[config.mk]
export PLATFORM = sky130hd
export DESIGN_NAME = mem_arbiter
export DESIGN_NICKNAME = d
export VERILOG_FILES = /design/src/rtl/mem_arbiter.sv
export SDC_FILE = /design/constraint.sdc
export NUM_CORES = 1
export LEC_CHECK = 0
export CAP_MARGIN = 20
export CORE_AREA = 10 10 108 110
export DETAILED_ROUTE_END_ITERATION = 10
export DIE_AREA = 0 0 118 120
export DONT_BUFFER_PORTS = 1
export PLACE_DENSITY = 0.53
export SETUP_SLACK_MARGIN = 0.1
export SYNTH_ARGS = -nofsm -noshare
export SYNTH_HDL_FRONTEND = slang
export SYNTH_SLANG_ARGS = --single-unit
[constraint.sdc]
create_clock -name i_clk -period 3.9 [get_ports i_clk]
set_input_delay 0.78 -clock i_clk [delete_from_list [all_inputs] [get_ports i_clk]]
set_output_delay 0.78 -clock i_clk [all_outputs]
set_load 0.01 [all_outputs]
[src/rtl/mem_arbiter.sv]
// mem_arbiter: shares one memory port between a CPU instruction port and a
// CPU data port. It keeps at most one transaction in flight. Data requests
// normally win arbitration. A saturating starvation counter makes sure a
// waiting instruction fetch is served after STARVE_LIMIT data grants.
module mem_arbiter #(
  parameter int STARVE_LIMIT = 3
) (
  input  logic        i_clk,
  input  logic        i_rst,
  // instruction port
  input  logic        i_inst_read,
  input  logic [31:0] i_inst_addr,
  output logic        o_inst_resp,
  output logic [31:0] o_inst_rdata,
  // data port
  input  logic        i_data_read,
  input  logic        i_data_write,
  input  logic [3:0]  i_data_mbe,
  input  logic [31:0] i_data_addr,
  input  logic [31:0] i_data_wdata,
  output logic        o_data_resp,
  output logic [31:0] o_data_rdata,
  // shared memory port
  output logic        o_mem_read,
  output logic        o_mem_write,
  output logic [3:0]  o_mem_mbe,
  output logic [31:0] o_mem_addr,
  output logic [31:0] o_mem_wdata,
  input  logic        i_mem_resp,
  input  logic [31:0] i_mem_rdata
);

  typedef enum logic [1:0] {
    ST_IDLE = 2'b00,
    ST_INST = 2'b01,
    ST_DATA = 2'b10
  } state_t;

  localparam logic [1:0] LIMIT = 2'(STARVE_LIMIT);

  state_t      r_state;
  logic [1:0]  r_starve_cnt;
  logic [31:0] r_addr;
  logic [31:0] r_wdata;
  logic [3:0]  r_mbe;
  logic        r_mem_read;
  logic        r_mem_write;

  logic        w_data_req;
  logic        w_data_wins;
  logic        w_inst_resp;
  logic        w_data_resp;

  assign w_data_req  = i_data_read | i_data_write;
  assign w_data_wins = w_data_req & ((r_starve_cnt < LIMIT) | ~i_inst_read);

  // Arbitration FSM: grant and latch the request in IDLE, hold it until mem_resp.
  always_ff @(posedge i_clk or posedge i_rst) begin
    if (i_rst) begin
      r_state      <= ST_IDLE;
      r_starve_cnt <= 2'd0;
      r_addr       <= 32'h0000_0000;
      r_wdata      <= 32'h0000_0000;
      r_mbe        <= 4'h0;
      r_mem_read   <= 1'b0;
      r_mem_write  <= 1'b0;
    end else begin
      case (r_state)
        ST_IDLE: begin
          if (w_data_wins) begin
            // a simultaneous read+write request is treated as a write
            r_state     <= ST_DATA;
            r_addr      <= i_data_addr;
            r_wdata     <= i_data_wdata;
            r_mbe       <= i_data_write ? i_data_mbe : 4'hF;
            r_mem_read  <= ~i_data_write;
            r_mem_write <= i_data_write;
            if (i_inst_read && (r_starve_cnt < LIMIT)) begin
              r_starve_cnt <= r_starve_cnt + 2'd1;
            end else begin
              r_starve_cnt <= r_starve_cnt;
            end
          end else if (i_inst_read) begin
            r_state      <= ST_INST;
            r_addr       <= i_inst_addr;
            r_wdata      <= 32'h0000_0000;
            r_mbe        <= 4'hF;
            r_mem_read   <= 1'b1;
            r_mem_write  <= 1'b0;
            r_starve_cnt <= 2'd0;
          end else begin
            r_state <= ST_IDLE;
          end
        end
        ST_INST, ST_DATA: begin
          // the CPU request may drop; the memory transaction still completes
          if (i_mem_resp) begin
            r_state     <= ST_IDLE;
            r_mem_read  <= 1'b0;
            r_mem_write <= 1'b0;
          end else begin
            r_state <= r_state;
          end
        end
        default: begin
          r_state     <= ST_IDLE;
          r_mem_read  <= 1'b0;
          r_mem_write <= 1'b0;
        end
      endcase
    end
  end

  // Route the memory response to the current owner; mem_resp in IDLE is dropped.
  always_comb begin
    w_inst_resp = 1'b0;
    w_data_resp = 1'b0;
    if (!i_rst && i_mem_resp) begin
      w_inst_resp = (r_state == ST_INST);
      w_data_resp = (r_state == ST_DATA);
    end else begin
      w_inst_resp = 1'b0;
      w_data_resp = 1'b0;
    end
  end

  assign o_inst_resp  = w_inst_resp;
  assign o_data_resp  = w_data_resp;
  assign o_inst_rdata = w_inst_resp ? i_mem_rdata : 32'h0000_0000;
  assign o_data_rdata = w_data_resp ? i_mem_rdata : 32'h0000_0000;

  assign o_mem_read  = r_mem_read;
  assign o_mem_write = r_mem_write;
  assign o_mem_mbe   = r_mbe;
  assign o_mem_addr  = r_addr;
  assign o_mem_wdata = r_wdata;

endmodule

==> metrics.yaml, run 1 <==
sta:
  tns_ns: 0
  slew_headroom_pct: 25.6
  max_slew.worst_pin.slew_ns: 1.11
  fin_skew_ns: 0.00435
  maxSlewViolCount: 0
  fin_crit_sh_pct: 71.9
  fin_ws_ns: 1.10
  clock.fmax_ghz: 0.357
  fin_crit_ns: 2.80
  hold_viol_final: 0
  setup_viol: 0
  grt_setup_unrepaired: "false"
pwr:
  power_w: 0.00288
  power_leakage_nw: 1.78
  ir_worst_vdd_uv: 256
  p_per_area_nw_per_um2: 731
setup_path:
  worstReg2RegEnd: "o_mem_addr[5]$_DFFE_PP0P_"
  critPathCaptureType: "output pin"
  arrival_ns: 2.02
  cp_data_required_time_ns: 3.12
  crit_type: "reg2out"
  r2r_start: "r_starve_cnt[0]$_DFFE_PP0P_"
  reg2reg_slack_ns: 1.95
  start_kind: "register"
  crit_fanout: 33
  rr_worst_depth: 5
logic_synthesis:
  synth-xor-area-share_pct: 0
  synthSimpleGateAreaFrac_pct: 23.4
  synthCells: 402
  syn_area_um2: 3700
  synthFlopType: "dfrtp_1"
  synth-compound-area-share_pct: 12.0
  synthAdderAreaFrac_pct: 1.35
  synth.distinct_cells: 26
  synth_edf_count: 0
  yosys_warnings: 0
  async_flop_share_pct: 100
  synth_top_family_by_area: "simple AND/OR/NAND/NOR gates"
  seq_area_frac_synth_pct: 50.1
  synth-seq-cells: 74
  avgSynthCellArea_um2: 9.20
  syn-num-nets: 544
  synth_mux_area_share_pct: 8.66
place:
  placed_cell_area_um2: 3770
  dp_cells: 513
  dp_hpwl_um: 9260
  dpl_worst_slack_ns: 1.15
  numPortBuffers: 0
  routabilityCongestion: 0.728
clock_network:
  cts_tree: "built"
  cts_buffers: 9
  htree_levels: 3
  cts.sinks: 74
  clockRootBuffer: "clkbuf_8"
  post_cts_buffers: 0
  insertion_delay_ns: 0.33
  cts-hold-fix-buffers: 0
  ctsResizeCount: 0
  clk_pin_slew_worst_paths_ns: 0.07
  clock_path_buffers: 2
routing:
  drc_errors: 0
  ant_nets: 0
  first_iter_violations: 130
  avgRoutedWirePerCell_um: 21.9
  wirelength_um: 11500
  viasPerCell: 5.01
  route.vias.total: 2642
  drt-pass1-iter-count: 4
die:
  die_y_um: 120
  die_width_um: 118
  initial_core_util_pct: 38.7
  core-area_um2: 9550
  pin_count: 274
  die-area_um2: 14200
  std_cell_rows: 36
flow_run:
  maxCapViolations: 0
finish:
  areaGrowthSynthToFinish_pct: 6.66
  multiInputGateArea_um2: 1690
  mostFrequentLayoutCell: "nand2_1"
  layout_common_cells: "nand2_1 (107), dfrtp_1 (74), and2_1 (64)"
  fin_cells: 527
  insertedDiodeCount: 0
  design_area_um2: 3950
  fillers: 990
  regArea_um2: 1850
  fin_nets: 533
  drive_gt1_share_pct: 6.09
min_path:
  min_path_type: "in2async"
grt:
  gr-usage-all-layers_pct: 15.3
  grt_max_degree: 73
  gr-total-overflow: 0
  grt_pass1_wl_um: 17200
  grt_pass1_vias: 2793
  antenna_found_initial: 0
status:
  status: "finished, final reports clean"
[per-layer routing]
metal  up-vias  wire length (um)  track usage (%)  part of all wire (%)
met2       154              6070             27.7                    53
met5         -                 0                0                     0
met4         0                87             3.71                  0.75
met3         7              1410             8.67                    12
li1       1286                 -                -                     -
met1      1195              3990             14.7                    35
[power by group]
part	switching, W	total (W)	leakage (nW)	internal (W)
clock network	0.000260	0.000545	0.0918	0.000286
registers	0.000468	0.00160	0.916	0.00113
logic	0.000477	0.000742	0.775	0.000265
[cells by family (layout without fill, tap and decap cells)]
| family | count (synthesis) | count (layout) |
|---|---|---|
| simple gates | 183 | 183 |
| compound gates | 78 | 78 |
| flops | 74 | 74 |
| mux | 32 | 32 |
| buf+inv | 31 | 23 |
| fa+ha+maj | 4 | 4 |
[worst max path at each step]
stage,cells past startpoint,from,endpoint
after floorplan,4,i_rst,o_data_rdata[22]
after global routing,4,r_state[0]$_DFFE_PP0P_,o_data_rdata[15]
after CTS,4,r_state[0]$_DFFE_PP0P_,o_data_rdata[15]
after detailed placement,3,i_rst,o_data_rdata[15]
after global placement,3,i_rst,o_data_rdata[15]
final,4,r_state[0]$_DFFE_PP0P_,o_data_rdata[15]
[per-stage QoR]
step	util, %	hold WS (ns)
after floorplan	-	0.454
after global placement	39.5	0.471
after detailed placement	39.5	0.489
after CTS	41.3	0.170
after global routing	41.3	0.173
final	41.3	0.196
[area by class of cell]
class,count,share of cell area [%]
clock inverter,4,1.14
timing repair buffer,6,1.14
tap,133,4.22
clock buffer,10,3.24
multi-input combinational,297,42.9
inverter,3,0.381
sequential,74,46.9
[cell usage after synthesis (all sizes together) (2+ instances only)]
library cell	number	area, um^2
buf	14	101
mux2i	32	320
nand2	107	402
nor2	4	15.0
o31ai	2	28.8
ha	4	50.1
dfrtp	74	1850
and3	2	12.5
o21ai	70	350
nand3	2	10.0
and2	64	400
inv	3	11.3
clkbuf	14	52.6
nor3	2	10.0
o2bb2ai	2	23.8
[critical path, cell delays in order, from the launching register on]
cell and delay, ns:
dfrtp_1 0.40, inv_1 0.09, ha_1 0.14, and3_1 0.75
and2_1 0.31
[state kept, by name, indices dropped and copies added (netlist names)]
register / cells
r_state: 2
r_starve_cnt: 2
o_mem_read: 1
o_mem_write: 1
o_mem_addr: 32
o_mem_wdata: 32
o_mem_mbe: 4
Power figures use the tool's default switching activity.
==> inputs of run 2 (changes only) <==
--- a/config.mk
+++ b/config.mk
@@ -10,7 +10,7 @@
 export DETAILED_ROUTE_END_ITERATION = 10
 export DIE_AREA = 0 0 118 120
 export DONT_BUFFER_PORTS = 1
-export PLACE_DENSITY = 0.53
+export PLACE_DENSITY = 0.51
 export SETUP_SLACK_MARGIN = 0.1
 export SYNTH_ARGS = -nofsm -noshare
 export SYNTH_HDL_FRONTEND = slang
==> constraint.sdc (replaced) <==
create_clock -name i_clk -period 2.8 [get_ports i_clk]
set_input_delay 0.56 -clock i_clk [delete_from_list [all_inputs] [get_ports i_clk]]
set_output_delay 0.56 -clock i_clk [all_outputs]
set_load 0.01 [all_outputs]
==> metrics.yaml, run 2 (synthesized netlist as in run 1, its figures left out) <==
setup_path:
  path_depth: 4  # unchanged
  rr_worst_depth: 5  # unchanged
  cp_num_buf_inv: 1  # unchanged
  crit_type: "reg2out"
  critPathSlowestCell: "dfrtp_1"
  max_stage_delay_ns: 0.40  # -0.35 ns
  crit_fanout: 33  # unchanged
  r2r_start: "r_starve_cnt[0]$_DFFE_PP0P_"
  critPathCaptureType: "output pin"
  cp_top_family: "simple AND/OR/NAND/NOR gates"
  cp_cell_sequence: "inv_1, ha_1, and3_4, and2_1"
  cp_data_required_time_ns: 2.24  # -0.88 ns
  cp-startpoint: "r_state[1]$_DFFE_PP0P_"
  arrival_ns: 1.61  # -0.41 ns
  start_kind: "register"
  worstReg2RegEnd: "o_mem_addr[5]$_DFFE_PP0P_"
  reg2reg_slack_ns: 0.84  # -1.11 ns
  crit_end: "o_inst_rdata[11]"
grt:
  gr-usage-all-layers_pct: 15.8  # +0.50 points
  grt_pass1_vias: 2855  # +2.2%
  grt_max_degree: 137  # +88%
  gr-total-overflow: 0  # unchanged
  antenna_found_initial: 0  # unchanged
  grt_pass1_wl_um: 17700  # +2.6%
die:
  die_y_um: 120  # unchanged
  std_cell_rows: 36  # unchanged
  initial_core_util_pct: 38.7  # unchanged
  die_width_um: 118  # unchanged
  pin_count: 274  # unchanged
  die-area_um2: 14200  # unchanged
  core-area_um2: 9550  # unchanged
min_path:
  min_path_type: "in2async"
place:
  numPortBuffers: 0  # unchanged
  dp_cells: 512  # -0.19%
  dp_hpwl_um: 9320  # +0.62%
  routabilityCongestion: 0.769  # +5.5%
routing:
  avgRoutedWirePerCell_um: 22.2  # +1.5%
  drc_errors: 0  # unchanged
  drt-pass1-iter-count: 4  # unchanged
  route.vias.total: 2687  # +1.7%
  ant_nets: 0  # unchanged
  viasPerCell: 5.09  # +1.5%
  first_iter_violations: 101  # -22%
  wirelength_um: 11700  # +1.7%
sta:
  maxSlewViolCount: 0  # unchanged
  max_slew.worst_pin.slew_ns: 1.01  # -0.101 ns
  hold_ws_ns: 0.202  # +0.00615 ns
  slew_headroom_pct: 32.4  # +6.8 points
  fin_skew_ns: 0.0125  # +0.00818 ns
  tns_ns: 0  # unchanged
  fin_crit_ns: 2.17
  clock.fmax_ghz: 0.461
  fin_crit_sh_pct: 77.5
  grt_setup_unrepaired: "false"
  hold_viol_final: 0  # unchanged
  setup_viol: 0  # unchanged
clock_network:
  ctsResizeCount: 0  # unchanged
  insertion_delay_ns: 0.35  # +0.02 ns
  clk_pin_slew_worst_paths_ns: 0.08  # about the same
  post_cts_buffers: 0  # unchanged
  cts_tree: "built"
  cts-hold-fix-buffers: 0  # unchanged
  cts_buffers: 9  # unchanged
  clockRootBuffer: "clkbuf_8"
  htree_levels: 3  # unchanged
  clock_path_buffers: 2  # unchanged
  cts.sinks: 74  # unchanged
flow_run:
  maxCapViolations: 0  # unchanged
pwr:
  p_per_area_nw_per_um2: 1050  # +44%
  power_leakage_nw: 1.83  # +2.8%
  power_w: 0.00427  # +48%
  ir_worst_vdd_uv: 510  # +99%
finish:
  layout_common_cells: "nand2_1 (107), dfrtp_1 (74), o21ai_0 (60)"
  mostFrequentLayoutCell: "nand2_1"
  fin_cells: 528  # +0.19%
  drive_gt1_share_pct: 11.4  # +5.3 points
  fin_util_pct: 42.6  # +1.3 points
  insertedDiodeCount: 0  # unchanged
  areaGrowthSynthToFinish_pct: 10.0
  fin_nets: 532  # -0.19%
status:
  status: "finished, final reports clean"
==> run 2: cell count changes in the layout (fill, tap and decap cells not counted), moves of 3 or more <==
| cell | change |
|---|---|
| clkinv_2 | -3 |
| and2_1 | -18 |
| clkbuf_8 | +3 |
| and2_4 | +18 |
==> run 2: routing by layer <==
metal / vias to the layer above / share of wire (%) / track usage (%)
li1: 1293 / - / -
met1: 1221 / 35 / 15.9
met2: 158 / 50 / 26.7
met3: 15 / 13 / 8.72
met4: 0 / 1.8 / 6.41
met5: - / 0 / 0
==> run 2: worst min path at each step <==
stage          slack (ns)  depth (start not counted)                           to
2_1_floorplan        0.45                          2  r_starve_cnt[1]$_DFFE_PP0P_
3_3_place_gp         0.47                          2  r_starve_cnt[1]$_DFFE_PP0P_
3_5_place_dp         0.48                          2  r_starve_cnt[1]$_DFFE_PP0P_
4_1_cts              0.19                          2  r_starve_cnt[1]$_DFFE_PP0P_
5_1_grt              0.22                          2   o_mem_wdata[2]$_DFFE_PP0P_
6_report             0.20                          2  r_starve_cnt[1]$_DFFE_PP0P_
==> run 2: stage by stage <==
step | area (um^2) | setup slack (ns)
3_5_place_dp | 3830 | 0.601
2_1_floorplan | 3780 | -0.141
6_report | 4070 | 0.630
4_1_cts | 4070 | 0.594
3_3_place_gp | 3830 | 0.706
5_1_grt | 4070 | 0.504
==> run 2: final cells by class <==
class | count | area (um^2)
inverter | 3 | 15.0
tap | 133 | 166
fill | 943 | 5480
multi-input combinational | 297 | 1750
timing repair buffer | 5 | 50.0
sequential | 74 | 1850
clock buffer | 13 | 169
clock inverter | 3 | 68.8
==> run 2: power by group <==
part           internal (W)  total (W)  switching, W
Sequential          0.00157    0.00223      0.000657
Combinational      0.000390    0.00107      0.000679
Clock              0.000579   0.000974      0.000395
Total               0.00254    0.00427       0.00173
==> inputs of run 3 (changes only) <==
--- a/config.mk
+++ b/config.mk
@@ -10,7 +10,7 @@
 export DETAILED_ROUTE_END_ITERATION = 10
 export DIE_AREA = 0 0 118 120
 export DONT_BUFFER_PORTS = 1
-export PLACE_DENSITY = 0.51
+export PLACE_DENSITY = 0.53
 export SETUP_SLACK_MARGIN = 0.1
 export SYNTH_ARGS = -nofsm -noshare
 export SYNTH_HDL_FRONTEND = slang
==> constraint.sdc (replaced) <==
create_clock -name i_clk -period 1.9 [get_ports i_clk]
set_input_delay 0.38 -clock i_clk [delete_from_list [all_inputs] [get_ports i_clk]]
set_output_delay 0.38 -clock i_clk [all_outputs]
set_load 0.01 [all_outputs]
==> metrics.yaml, run 3 (synthesized netlist as in run 1, its figures left out) <==
flow_run:
  maxCapViolations: 0  # unchanged
sta:
  grt_setup_unrepaired: "true"
  hold_viol_final: 0  # unchanged
  fin_skew_ns: 0.00842  # -0.00411 ns
  fin_crit_sh_pct: 97.3
  maxSlewViolCount: 0  # unchanged
  fin_crit_ns: 1.85
  slew_headroom_pct: 36.4  # +4.1 points
  clock.fmax_ghz: 0.541
  max_slew.worst_pin.slew_ns: 0.953  # -0.0593 ns
  fin_ws_ns: 0.0507  # -0.579 ns
  setup_viol: 0  # unchanged
clock_network:
  cts_buffers: 9  # unchanged
  cts_tree: "built"
  htree_levels: 3  # unchanged
  cts.sinks: 74  # unchanged
  clockRootBuffer: "clkbuf_8"
  insertion_delay_ns: 0.34  # about the same
  clk_pin_slew_worst_paths_ns: 0.08  # about the same
  clock_path_buffers: 2  # unchanged
pwr:
  power_w: 0.00644  # +51%
  combPwrFrac_pct: 30.2  # +5.1 points
  switching_share_pct: 41.3  # +0.71 points
  ir_worst_vdd_uv: 607  # +19%
  power_leakage_nw: 1.98  # +7.8%
  p_per_area_nw_per_um2: 1460  # +39%
  power.switching_w: 0.00266  # +53%
  sequentialPowerShare_pct: 50.8  # -1.3 points
  p_clk_share_pct: 19.0  # -3.8 points
  internal-power_w: 0.00378  # +49%
grt:
  gr-usage-all-layers_pct: 17.1  # +1.3 points
  antenna_found_initial: 0  # unchanged
  gr-total-overflow: 0  # unchanged
  grt_pass1_wl_um: 19100  # +7.9%
  grt_max_degree: 75  # -45%
  grt_pass1_vias: 3027  # +6.0%
die:
  die_width_um: 118  # unchanged
  pin_count: 274  # unchanged
  core-area_um2: 9550  # unchanged
  initial_core_util_pct: 38.7  # unchanged
  die_y_um: 120  # unchanged
  std_cell_rows: 36  # unchanged
  die-area_um2: 14200  # unchanged
routing:
  first_iter_violations: 64  # -37%
  wirelength_um: 13000  # +11%
  avgRoutedWirePerCell_um: 23.8  # +7.0%
  viasPerCell: 5.18  # +1.9%
  ant_nets: 0  # unchanged
  drc_errors: 0  # unchanged
  drt-pass1-iter-count: 4  # unchanged
  route.vias.total: 2831  # +5.4%
setup_path:
  crit_fanout: 8  # -76%
  cp-startpoint: "r_state[0]$_DFFE_PP0P_"
  arrival_ns: 1.47  # -0.14 ns
  r2r_start: "r_state[0]$_DFFE_PP0P_"
  crit_type: "reg2out"
  critPathCaptureType: "output pin"
  start_kind: "register"
  cp_data_required_time_ns: 1.52  # -0.72 ns
finish:
  regArea_um2: 1850  # about the same
  fillers: 921  # -2.3%
  areaGrowthSynthToFinish_pct: 19.2
  mostFrequentLayoutCell: "nand2_1"
  insertedDiodeCount: 0  # unchanged
  multiInputGateArea_um2: 1980  # +13%
  design_area_um2: 4410  # +8.3%
  fin_nets: 550  # +3.4%
  layout_common_cells: "nand2_1 (107), dfrtp_1 (73), and2_4 (64)"
  drive_gt1_share_pct: 27.6  # +16 points
place:
  dpl_worst_slack_ns: 0.285  # -0.316 ns
  dp_hpwl_um: 9350  # +0.29%
  routabilityCongestion: 0.758  # -1.3%
  numPortBuffers: 0  # unchanged
  placed_cell_area_um2: 3900  # +1.8%
status:
  status: "finished, final reports clean"
min_path:
  hp-start: "i_data_wdata[11]"
  min_path_type: "in2reg"
[run 3: repair_timing]
action                     CTS  global route
pin swaps                   58            16
cloned                       8             1
resized for setup           60             6
hold buffers                 0             0
setup endpoints to repair   66            87
buffers inserted             3             2
[run 3: stage by stage]
| step | TNS [ns] | utilization (%) | hold slack, ns | cells |
|---|---|---|---|---|
| floorplan | -43.71 | - | 0.454 | 402 |
| global placement | 0 | 40.8 | 0.476 | 516 |
| detailed placement | 0 | 40.8 | 0.492 | 516 |
| CTS | 0 | 45.6 | 0.137 | 543 |
| global route | -0.489 | 46.2 | 0.143 | 546 |
| finish | 0 | 46.2 | 0.161 | 546 |
[run 3: power by group through the flow]
stage	Clock (W)	Combinational (W)	Sequential, W
floorplan	0	0.00142	0.00304
global placement	0	0.00165	0.00333
detailed placement	0	0.00172	0.00334
CTS	0.00128	0.00189	0.00333
global route	0.00136	0.00225	0.00338
finish	0.00123	0.00195	0.00327
[run 3: final timing paths]
| check | cells past startpoint | endpoint | slack (ns) |
|---|---|---|---|
| max | 4 | o_data_rdata[29] | 0.05 |
| min | 2 | o_mem_wdata[11]$_DFFE_PP0P_ | 0.16 |
| max reg2reg | 7 | o_mem_write$_DFFE_PP0P_ | 0.18 |
| min reg2reg | 2 | r_starve_cnt[1]$_DFFE_PP0P_ | 0.51 |
| max in group asynchronous | 2 | r_state[0]$_DFFE_PP0P_ | 0.87 |
| min in group asynchronous | 2 | o_mem_read$_DFFE_PP0P_ | 0.38 |
[run 3: routing by layer]
layer  up-vias  part of all wire, %  track usage, %
met5         -                    0               0
met1      1312                   35            16.7
met4         0                  1.5            5.56
li1       1354                    -               -
met2       154                   53            30.7
met3        11                   11            8.77
[run 3: worst max-delay path, stage by stage (launching register included)]
cell	delay, ns
dfrtp_2	0.44
inv_2	0.09
ha_4	0.16
and3_4	0.26
and2_4	0.18
[run 3: layout make-up]
class	instances	area share (%)
timing repair buffer	15	4.43
tap	133	3.78
multi-input combinational	305	45.0
sequential	74	42.0
clock buffer	12	3.29
clock inverter	4	1.16
inverter	3	0.341
